==> config.mk <==
export PLATFORM = sky130hd
export DESIGN_NAME = rv_trace_collector
export DESIGN_NICKNAME = d
export VERILOG_FILES = /design/src/rtl/rv_trace_pkg.sv /design/src/rtl/rv_trace_collector_fifo.sv /design/src/rtl/rv_trace_collector.sv
export SDC_FILE = /design/constraint.sdc
export NUM_CORES = 1
export LEC_CHECK = 0
export CAP_MARGIN = 15
export CORE_UTILIZATION = 55
export DETAILED_ROUTE_END_ITERATION = 10
export GPL_TIMING_DRIVEN = 0
export PLACE_DENSITY_LB_ADDON = 0.2
export SLEW_MARGIN = 10
export SYNTH_ARGS = -nofsm -noshare
export SYNTH_HDL_FRONTEND = slang
export SYNTH_SLANG_ARGS = --single-unit
==> constraint.sdc <==
create_clock -name clk -period 14.68 [get_ports clk]
set_clock_uncertainty 0.15 [all_clocks]
set_input_delay 3.67 -clock clk [delete_from_list [all_inputs] [get_ports clk]]
set_output_delay 3.67 -clock clk [all_outputs]
set_load 0.005 [all_outputs]
==> src/rtl/rv_trace_pkg.sv <==
// Shared types and widths for the commit-trace collector.
package rv_trace_pkg;

  localparam int TR_DATA_W = 32;
  localparam int TR_ADDR_W = 9;
  localparam int TR_TS_W   = 16;
  localparam int TR_DEPTH  = 16;
  localparam int DROP_W    = 16;

  typedef enum logic [1:0] {
    TR_REG   = 2'd0,
    TR_STORE = 2'd1,
    TR_LOAD  = 2'd2
  } trace_kind_e;

  typedef struct packed {
    trace_kind_e            kind;
    logic [TR_ADDR_W-1:0]   tag;
    logic [TR_DATA_W-1:0]   data;
    logic [TR_TS_W-1:0]     ts;
  } trace_entry_t;

endpackage

==> src/rtl/rv_trace_collector_fifo.sv <==
// Trace FIFO with two write ports and one read port; accepts pushes in order
// while space (measured before this cycle's pop) allows.
module trace_fifo2w
  import rv_trace_pkg::*;
#(
  parameter int DEPTH = TR_DEPTH
) (
  input  logic                   clk,
  input  logic                   reset,
  input  logic [1:0]             push_req,
  input  trace_entry_t           wdata0,
  input  trace_entry_t           wdata1,
  output logic [1:0]             push_acc,
  input  logic                   pop_ready,
  output logic                   valid,
  output trace_entry_t           head,
  output logic [$clog2(DEPTH):0] level
);

  localparam int AW = $clog2(DEPTH);

  trace_entry_t mem [DEPTH];
  logic [AW:0]  wr_ptr, rd_ptr, wr_ptr1, free;
  logic         pop;

  // NOTE: combinational logic uses blocking '=' with every output assigned,
  // so no latch can be inferred; state below uses non-blocking '<='.
  always_comb begin
    level    = wr_ptr - rd_ptr;
    free     = (AW+1)'(DEPTH) - level;
    push_acc = ((AW+1)'(push_req) <= free) ? push_req : free[1:0];
    valid    = (level != '0);
    pop      = valid && pop_ready;
    wr_ptr1  = wr_ptr + 1'b1;
    head     = mem[rd_ptr[AW-1:0]];
  end

  always_ff @(posedge clk) begin
    if (reset) begin
      wr_ptr <= '0;
      rd_ptr <= '0;
    end else begin
      wr_ptr <= wr_ptr + (AW+1)'(push_acc);
      rd_ptr <= rd_ptr + (AW+1)'(pop);
    end
  end

  // NOTE: the storage array is not reset; the pointers alone say which slots hold live data.
  always_ff @(posedge clk) begin
    if (push_acc != 2'd0) mem[wr_ptr[AW-1:0]]  <= wdata0;
    if (push_acc == 2'd2) mem[wr_ptr1[AW-1:0]] <= wdata1;
  end

endmodule

==> src/rtl/rv_trace_collector.sv <==
// Observe-only commit-trace collector: captures up to two events per cycle
// (WB register write, then MEM access), timestamps them and streams them out.
module rv_trace_collector
  import rv_trace_pkg::*;
#(
  parameter int DATA_W     = TR_DATA_W,
  parameter int DM_ADDRESS = TR_ADDR_W,
  parameter int DEPTH      = TR_DEPTH,
  parameter int TS_W       = TR_TS_W
) (
  input  logic                   clk,
  input  logic                   reset,
  input  logic                   enable,
  input  logic [4:0]             reg_num,
  input  logic [DATA_W-1:0]      reg_data,
  input  logic                   reg_write_sig,
  input  logic                   wr,
  input  logic                   reade,
  input  logic [DM_ADDRESS-1:0]  addr,
  input  logic [DATA_W-1:0]      wr_data,
  input  logic [DATA_W-1:0]      rd_data,
  output logic                   out_valid,
  input  logic                   out_ready,
  output logic [1:0]             out_kind,
  output logic [DM_ADDRESS-1:0]  out_tag,
  output logic [DATA_W-1:0]      out_data,
  output logic [TS_W-1:0]        out_ts,
  output logic [$clog2(DEPTH):0] level,
  output logic [DROP_W-1:0]      drop_cnt,
  output logic                   overflow
);

  logic [TS_W-1:0] ts;
  logic            reg_ev, st_ev, ld_ev, mem_ev;
  trace_entry_t    reg_entry, mem_entry, wdata0, head;
  logic [1:0]      push_req, push_acc, n_drop;
  logic [DROP_W:0] drop_sum;

  always_comb begin
    reg_ev    = enable && reg_write_sig && (reg_num != 5'd0);
    st_ev     = enable && wr;
    ld_ev     = enable && reade && !wr;
    mem_ev    = st_ev || ld_ev;
    reg_entry = '{kind: TR_REG, tag: DM_ADDRESS'(reg_num), data: reg_data, ts: ts};
    mem_entry = '{kind: st_ev ? TR_STORE : TR_LOAD, tag: addr,
                  data: st_ev ? wr_data : rd_data, ts: ts};
    // WB holds the older instruction, so the register event goes first.
    wdata0    = reg_ev ? reg_entry : mem_entry;
    push_req  = {1'b0, reg_ev} + {1'b0, mem_ev};
    n_drop    = push_req - push_acc;
    drop_sum  = {1'b0, drop_cnt} + (DROP_W+1)'(n_drop);
  end

  trace_fifo2w #(.DEPTH(DEPTH)) u_fifo (
    .clk       (clk),
    .reset     (reset),
    .push_req  (push_req),
    .wdata0    (wdata0),
    .wdata1    (mem_entry),
    .push_acc  (push_acc),
    .pop_ready (out_ready),
    .valid     (out_valid),
    .head      (head),
    .level     (level)
  );

  always_comb begin
    out_kind = head.kind;
    out_tag  = head.tag;
    out_data = head.data;
    out_ts   = head.ts;
  end

  always_ff @(posedge clk) begin
    if (reset) begin
      ts       <= '0;
      drop_cnt <= '0;
      overflow <= 1'b0;
    end else begin
      ts <= ts + 1'b1;
      if (n_drop != 2'd0) overflow <= 1'b1;
      drop_cnt <= drop_sum[DROP_W] ? '1 : drop_sum[DROP_W-1:0];
    end
  end

endmodule

==> results of run 1 <==
==> Yosys cell counts, types with 6 or more instances <==
| library cell | n | area (sq um) |
|---|---|---|
| buf_2 | 38 | 190 |
| mux2_4 | 34 | 510 |
| o221ai_2 | 6 | 90.1 |
| nor2_1 | 60 | 225 |
| nand4_1 | 6 | 37.5 |
| mux2_2 | 559 | 6290 |
| and2_1 | 58 | 363 |
| xnor2_1 | 16 | 140 |
| edfxtp_1 | 944 | 28300 |
| nand2_1 | 130 | 488 |
| o21ai_0 | 8 | 40.0 |
| a21oi_1 | 31 | 155 |
| clkbuf_1 | 155 | 582 |
| nor3_1 | 10 | 50.1 |
| dfxtp_1 | 43 | 861 |
| o22ai_1 | 8 | 50.1 |
| ha_1 | 17 | 213 |
| a22oi_1 | 7 | 52.6 |
| nor2b_1 | 37 | 231 |
| buf_1 | 24 | 90.1 |
| buf_4 | 13 | 97.6 |
| buf_6 | 13 | 146 |
| inv_1 | 17 | 63.8 |
| xor2_1 | 18 | 158 |
| mux4_2 | 295 | 6640 |
| and3_1 | 8 | 50.1 |
| nand3_1 | 16 | 80.1 |
==> worst max-delay path: stages <==
cell             delay [ns]
clkdlybuf4s50_1        0.59
or4_1                  0.76
o211ai_2               0.59
inv_1                  0.22
buf_1                  0.36
ha_1                   0.52
inv_1                  0.13
ha_1                   0.31
a21boi_0               0.33
o2111ai_1              0.28
a21oi_2                0.38
nor2_1                 0.24
buf_2                  0.26
clkbuf_1               0.26
nand2_1                0.13
o21ai_0                0.14
ha_1                   0.41
inv_1                  0.09
ha_1                   0.22
fa_1                   0.48
and4_1                 0.24
nand4_1                0.19
clkbuf_1               0.38
a21oi_1                0.13
==> logic make-up after synthesis <==
kind of cell,after synthesis
multiplexers,888
AO/OA/AOI/OAI,99
flip-flops,987
XOR/XNOR,34
adder cells (fa/ha/maj),20
AND/OR/NAND/NOR,352
buffers and inverters,261
==> routing by layer <==
metal / GRT usage, % / up-vias / share of wire, %
li1: - / 11409 / -
met1: 42.7 / 14405 / 37
met2: 50.5 / 1724 / 48
met3: 6.14 / 336 / 10
met4: 13.1 / 0 / 4.3
met5: 0 / - / 0
==> cell usage in the layout, fill, tap and decap left out, types with 7 or more instances in the layout <==
cell type        Yosys  final
clkbuf_16            0    106
and3_1               8      8
mux4_2             295    295
clkdlybuf4s50_1      0    197
ha_1                17     17
bufinv_16            0      7
nor2_1              60     57
a21oi_1             31     27
nand2_1            130    130
buf_2               38     43
xnor2_1             16     16
buf_12               0     11
buf_1               24     23
a22oi_1              7      7
buf_16               0     22
edfxtp_1           944    944
buf_6               13     39
clkinv_1             0     22
xor2_1              18     18
o22ai_1              8      8
inv_1               17     17
and2_1              58     58
nand3_1             16     16
o21ai_0              8      7
buf_4               13     55
buf_8                0     13
mux2_2             559    559
mux2_4              34     34
clkbuf_1           155    167
nor2b_1             37     37
dfxtp_1             43     43
clkinv_2             0     26
==> registers in the layout, summed over array words and instances, names as in the netlist <==
register and flops:
u_fifo.mem 944, drop_cnt 16, ts 16, u_fifo.rd_ptr 5, u_fifo.wr_ptr 5, overflow 1
==> worst max-delay path by stage <==
stage | end | cells past startpoint | from
6_report | drop_cnt[4]$_SDFF_PP0_ | 24 | reg_num[0]
5_1_grt | drop_cnt[11]$_SDFF_PP0_ | 24 | reg_num[0]
4_1_cts | drop_cnt[4]$_SDFF_PP0_ | 24 | reg_num[0]
3_5_place_dp | drop_cnt[4]$_SDFF_PP0_ | 24 | reg_num[0]
3_3_place_gp | u_fifo.mem[1][33]$_DFFE_PP_ | 16 | reg_num[0]
2_1_floorplan | u_fifo.mem[8][0]$_DFFE_PP_ | 13 | reg_num[0]
==> power breakdown <==
| part | leakage (uW) | switching, uW | internal [uW] | total (uW) |
|---|---|---|---|---|
| clock | 0.00161 | 1100 | 1450 | 2560 |
| combinational | 0.00763 | 1380 | 1360 | 2750 |
| sequential | 0.00897 | 82.2 | 3440 | 3530 |
| total | 0.0182 | 2570 | 6260 | 8830 |
==> area by class of cell <==
type | count | area, sq um | area share, %
flip-flops and latches | 987 | 29200 | 52.8
multi-input cells | 1393 | 16700 | 30.1
repair buffers | 316 | 3630 | 6.55
clock buffers | 124 | 2750 | 4.97
well taps | 1134 | 1420 | 2.56
plain buffers | 243 | 1110 | 2.01
clock inverters | 64 | 507 | 0.915
inverters | 18 | 67.6 | 0.122
diodes | 5 | 12.5 | 0.0226
==> metrics by stage <==
step | instance area, sq um | hold slack [ns] | setup TNS, ns | utilization [%]
finish | 55400 | 0.348 | 0 | 65.8
detailed placement | 52100 | 0.329 | 0 | 61.9
global route | 55400 | 0.383 | 0 | 65.8
CTS | 55300 | 0.350 | 0 | 65.8
global placement | 50300 | 0.317 | -3197.23 | 59.8
floorplan | 46900 | 0.326 | 0 | -
==> reports/metrics.yaml, run 1 <==
run_status:
  outcome: "finished clean"
sta:
  period_minus_slack_ns: 10.97
  fmax_ghz: 0.0911
  hold_viol: 0
  fin_ws_ns: 3.71
  relSlewSlack_pct: 17.0
  timing.final.crit_share_pct: 74.8
  setup_viol: 0
  tightest_slew_ns: 1.25
  rsz0062_at_grt: "false"
  slew_viol_final: 0
worst_hold_path:
  min_path_cells: 1
  hp-start: "overflow$_SDFFE_PP0P_"
  min_to: "overflow$_SDFFE_PP0P_"
  hold_path_class: "flip-flop to flip-flop"
synth:
  synth-edff-count: 944
  yosys.area_share.simple_pct: 3.75
  synthMuxAreaShare_pct: 28.7
  synth-adder-area-share_pct: 0.581
  ys_types: 67
  yosys_most_used_dff: "edfxtp_1"
  synth_top_family_by_area: "multiplexers"
  syn_inst: 2641
  synth-warning-count: 0
  synthXorXnorAreaFrac_pct: 0.635
  netlist_area_sq_um: 46900
  synth_async_sr_flop_share_pct: 0
  synth_nets: 2778
  ys_ff_latch: 987
  synth_compound_area_share_pct: 1.61
  ys_seq_area_share_pct: 62.3
  syn_avg_cell_area_sq_um: 17.8
placement:
  gp_congestion: 0.884
  place_inst: 4088
  numPortBuffers: 197
  place_hpwl_mm: 90.8
  place_ws_ns: 3.31
power:
  p_leak_uw: 0.0182
  ir_drop_v: 0.000102
  total_power_uw: 8830
  p_per_area_nw_per_um2: 159
clock_tree:
  cts_tree: "done"
  insertion_delay_ns: 0.65
  clockRootBuffer: "clkbuf_16"
  cts_hold_buf: 0
  numCtsBuffers: 102
  post_cts_buffers: 0
  cts_resized: 0
  cts.sink_count: 987
  clk_path_buf_depth: 3
  htreeDepth: 3
  clk_pin_slew_ns: 0.06
detailed_routing:
  via_per_inst: 6.51
  drt_iter0_markers: 3443
  wirelength_mm: 136
  firstDrtPassIters: 6
  routed-via-count: 27874
  post_drt_wl_per_cell_um: 31.6
  ant_nets: 0
  route.detailed.drc: 0
setup_path:
  cp_max_fo: 10
  critical_path_class: "input pin to flip-flop"
  rrSetupSlack_ns: 6.52
  r2r-start: "u_fifo.rd_ptr[1]$_SDFF_PP0_"
  startpoint_type: "input pin"
  required_ns: 15.04
  reg2reg_to: "drop_cnt[4]$_SDFF_PP0_"
  r2r_cells: 23
  endpoint_kind: "flip-flop"
  critical_path_arrival_ns: 11.33
die:
  coreArea_sq_um: 84100
  die_area_sq_um: 86500
  rows: 106
  die_h_um: 294
  start_util_pct: 55.8
  fp.dieW_um: 294
  io_pins: 199
cells_and_area:
  fillers: 5728
  area_growth_pct: 18.0
  layoutNonFillerInstCount: 4284
  nets: 3198
  drive_gt1_share_pct: 40.3
grt:
  grt_pass1_vias: 28402
  grt_overflow: 0
  antenna_found_initial: 3
  grt_use_total_pct: 31.6
  grt_pass1_wl_mm: 194
  grt_start_max_net_pins: 23
flow_run:
  max_cap_violations: 0
(Power assumes the default switching activity.)
==> run 2: changes to the inputs <==
==> constraint.sdc (replaced) <==
create_clock -name clk -period 8.8 [get_ports clk]
set_clock_uncertainty 0.15 [all_clocks]
set_input_delay 2.2 -clock clk [delete_from_list [all_inputs] [get_ports clk]]
set_output_delay 2.2 -clock clk [all_outputs]
set_load 0.005 [all_outputs]
==> reports/metrics.yaml, run 2 (synthesis gave the netlist of run 1 again) <==
cells_and_area:
  largest_register_ffs: 944  # unchanged
  seq_area_sq_um: 29200  # unchanged
  drive_gt1_share_pct: 40.0  # was 40.3%
  mostFrequentLayoutCell: "edfxtp_1"  # unchanged
  fillers: 5677  # was 5728
  final_cell_mix: "edfxtp_1, mux2_2, mux4_2"  # unchanged
  area_growth_pct: 18.5  # was 18.0%
  finish.instance_area_sq_um: 55600  # was 55400 sq um
  nets: 3187  # was 3198
  multi_input_area_sq_um: 16700  # about the same
grt:
  grt_start_max_net_pins: 23  # unchanged
  grt_pass1_vias: 28315  # was 28402
  grt_pass1_wl_mm: 193  # was 194 mm
  grt_overflow: 0  # unchanged
  antenna_found_initial: 2  # was 3
  grt_use_total_pct: 31.5  # was 31.6%
die:
  io_pins: 199  # unchanged
  start_util_pct: 55.8  # unchanged
  die_area_sq_um: 86500  # unchanged
  fp.dieW_um: 294  # unchanged
  rows: 106  # unchanged
  coreArea_sq_um: 84100  # unchanged
  die_h_um: 294  # unchanged
setup_path:
  r2r-start: "u_fifo.rd_ptr[1]$_SDFF_PP0_"  # unchanged
  required_ns: 9.18  # was 15.04 ns
  critPathMaxStageDelay_ns: 0.68  # was 0.76 ns
  r2r_cells: 23  # unchanged
  critPathSlowestCell: "or4_4"  # was or4_1
  cp_cell_sequence: "clkdlybuf4s50_1 > or4_4 > o211ai_4 > inv_1 > ha_2 > inv_1 > ha_1 > a21boi_0 > o2111ai_1 > a21oi_2 > nor2_2 > buf_2 > clkbuf_1 > nand2_1 > o21ai_0 > ha_1 > inv_1 > ha_1 > fa_1 > and4_1 > nand4_1 > clkbuf_2 > a21oi_1"  # was clkdlybuf4s50_1 > or4_1 > o211ai_2 > inv_1 > buf_1 > ha_1 > inv_1 > ha_1 > a21boi_0 > o2111ai_1 > a21oi_2 > nor2_1 > buf_2 > clkbuf_1 > nand2_1 > o21ai_0 > ha_1 > inv_1 > ha_1 > fa_1 > and4_1 > nand4_1 > clkbuf_1 > a21oi_1
  worstSetupStartpoint: "reg_num[0]"  # unchanged
  critical_path_class: "input pin to flip-flop"  # unchanged
  startpoint_type: "input pin"  # unchanged
  critical_path_arrival_ns: 8.86  # was 11.33 ns
  cp_max_fo: 13  # was 10
  endpoint_kind: "flip-flop"  # unchanged
clock_tree:
  clk_path_buf_depth: 3  # unchanged
  clockRootBuffer: "clkbuf_16"  # unchanged
  clk_pin_slew_ns: 0.06  # about the same
  htreeDepth: 3  # unchanged
  cts_tree: "done"  # unchanged
  cts.sink_count: 987  # unchanged
  numCtsBuffers: 103  # was 102
  insertion_delay_ns: 0.67  # was 0.65 ns
sta:
  hold_ws_ns: 0.361  # was 0.348 ns
  setup_viol: 0  # unchanged
  rsz0062_at_grt: "false"  # unchanged
  tightest_slew_ns: 1.24  # was 1.25 ns
  fmax_ghz: 0.118
  tns_ns: 0  # unchanged
  relSlewSlack_pct: 17.3  # was 17.0%
  slew_viol_final: 0  # unchanged
  period_minus_slack_ns: 8.48
  timing.final.crit_share_pct: 96.3
  hold_viol: 0  # unchanged
detailed_routing:
  firstDrtPassIters: 5  # was 6
  post_drt_wl_per_cell_um: 31.6  # about the same
  via_per_inst: 6.54  # was 6.51
  route.detailed.drc: 0  # unchanged
  routed-via-count: 27962  # was 27874
  drt_iter0_markers: 3528  # was 3443
  ant_nets: 0  # unchanged
  wirelength_mm: 135  # was 136 mm
power:
  p_per_area_nw_per_um2: 267  # was 159 nW/um^2
  ir_drop_v: 0.000168  # was 0.000102 V
  total_power_uw: 14800  # was 8830 uW
  p_leak_uw: 0.0182  # about the same
flow_run:
  max_cap_violations: 0  # unchanged
placement:
  placedInstanceArea_sq_um: 52100  # about the same
  gp_congestion: 0.864  # was 0.884
  place_hpwl_mm: 90.7  # was 90.8 mm
  numPortBuffers: 197  # unchanged
worst_hold_path:
  hp-start: "overflow$_SDFFE_PP0P_"  # unchanged
  min_path_cells: 1  # unchanged
  hold_path_class: "flip-flop to flip-flop"  # unchanged
run_status:
  outcome: "finished clean"  # unchanged
[run 2: cell count changes in the layout (fill, tap and decap cells not counted), moves of 5 or more]
cell	delta
buf_16	+6
buf_4	-22
buf_6	+5
buf_8	+7
clkbuf_1	+11
clkinv_2	-9
[run 2: report_power, final]
| part | total (uW) | internal (uW) | switching [uW] |
|---|---|---|---|
| Sequential | 5880 | 5750 | 138 |
| Combinational | 4620 | 2280 | 2330 |
| Clock | 4350 | 2510 | 1840 |
| Total | 14800 | 10500 | 4310 |
[run 2: final cells by class]
type,count,share of cell area (%)
diodes,2,0.00900
repair buffers,305,6.70
flip-flops and latches,987,52.5
inverters,18,0.122
well taps,1134,2.55
multi-input cells,1393,30.1
clock buffers,133,4.95
plain buffers,242,2.00
clock inverters,60,1.06
[run 2: worst paths after layout]
kind,to,slack [ns]
worst max-delay path,drop_cnt[9]$_SDFF_PP0_,0.32
worst min-delay path,overflow$_SDFFE_PP0P_,0.36
worst max register to register,drop_cnt[9]$_SDFF_PP0_,0.80
worst min register to register,overflow$_SDFFE_PP0P_,0.36
[run 2: stage by stage]
stage / util [%] / setup slack (ns) / instances
2_1_floorplan: - / -1.78 / 2641
3_3_place_gp: 59.9 / -9.41 / 3972
3_5_place_dp: 62.0 / -1.08 / 4070
4_1_cts: 66.0 / 0.0435 / 4264
5_1_grt: 66.1 / 0.0544 / 4274
6_report: 66.1 / 0.324 / 4274
[run 2: repair_timing]
item | 4_1_cts | 5_1_grt
gates resized for setup | 2 | 4
endpoints found under the setup margin | 16 | 16
pin swaps | 1 | 0
gates cloned | 0 | 0
buffers inserted | 1 | 3
hold buffers | 0 | 0
[run 2: per-layer routing]
layer	global-route usage [%]	wire length [um]	vias up
li1	-	-	11404
met1	43.1	51500	14444
met2	50.2	64800	1790
met3	5.68	13300	324
met4	13.0	5560	0
met5	0	0	-
[run 2: critical path, delay by kind of cell]
kind	cells	cell delay (ns)
adder cells (fa/ha/maj)	5	1.93
buffers and inverters	7	1.87
AO/OA/AOI/OAI	6	1.42
AND/OR/NAND/NOR	5	1.40
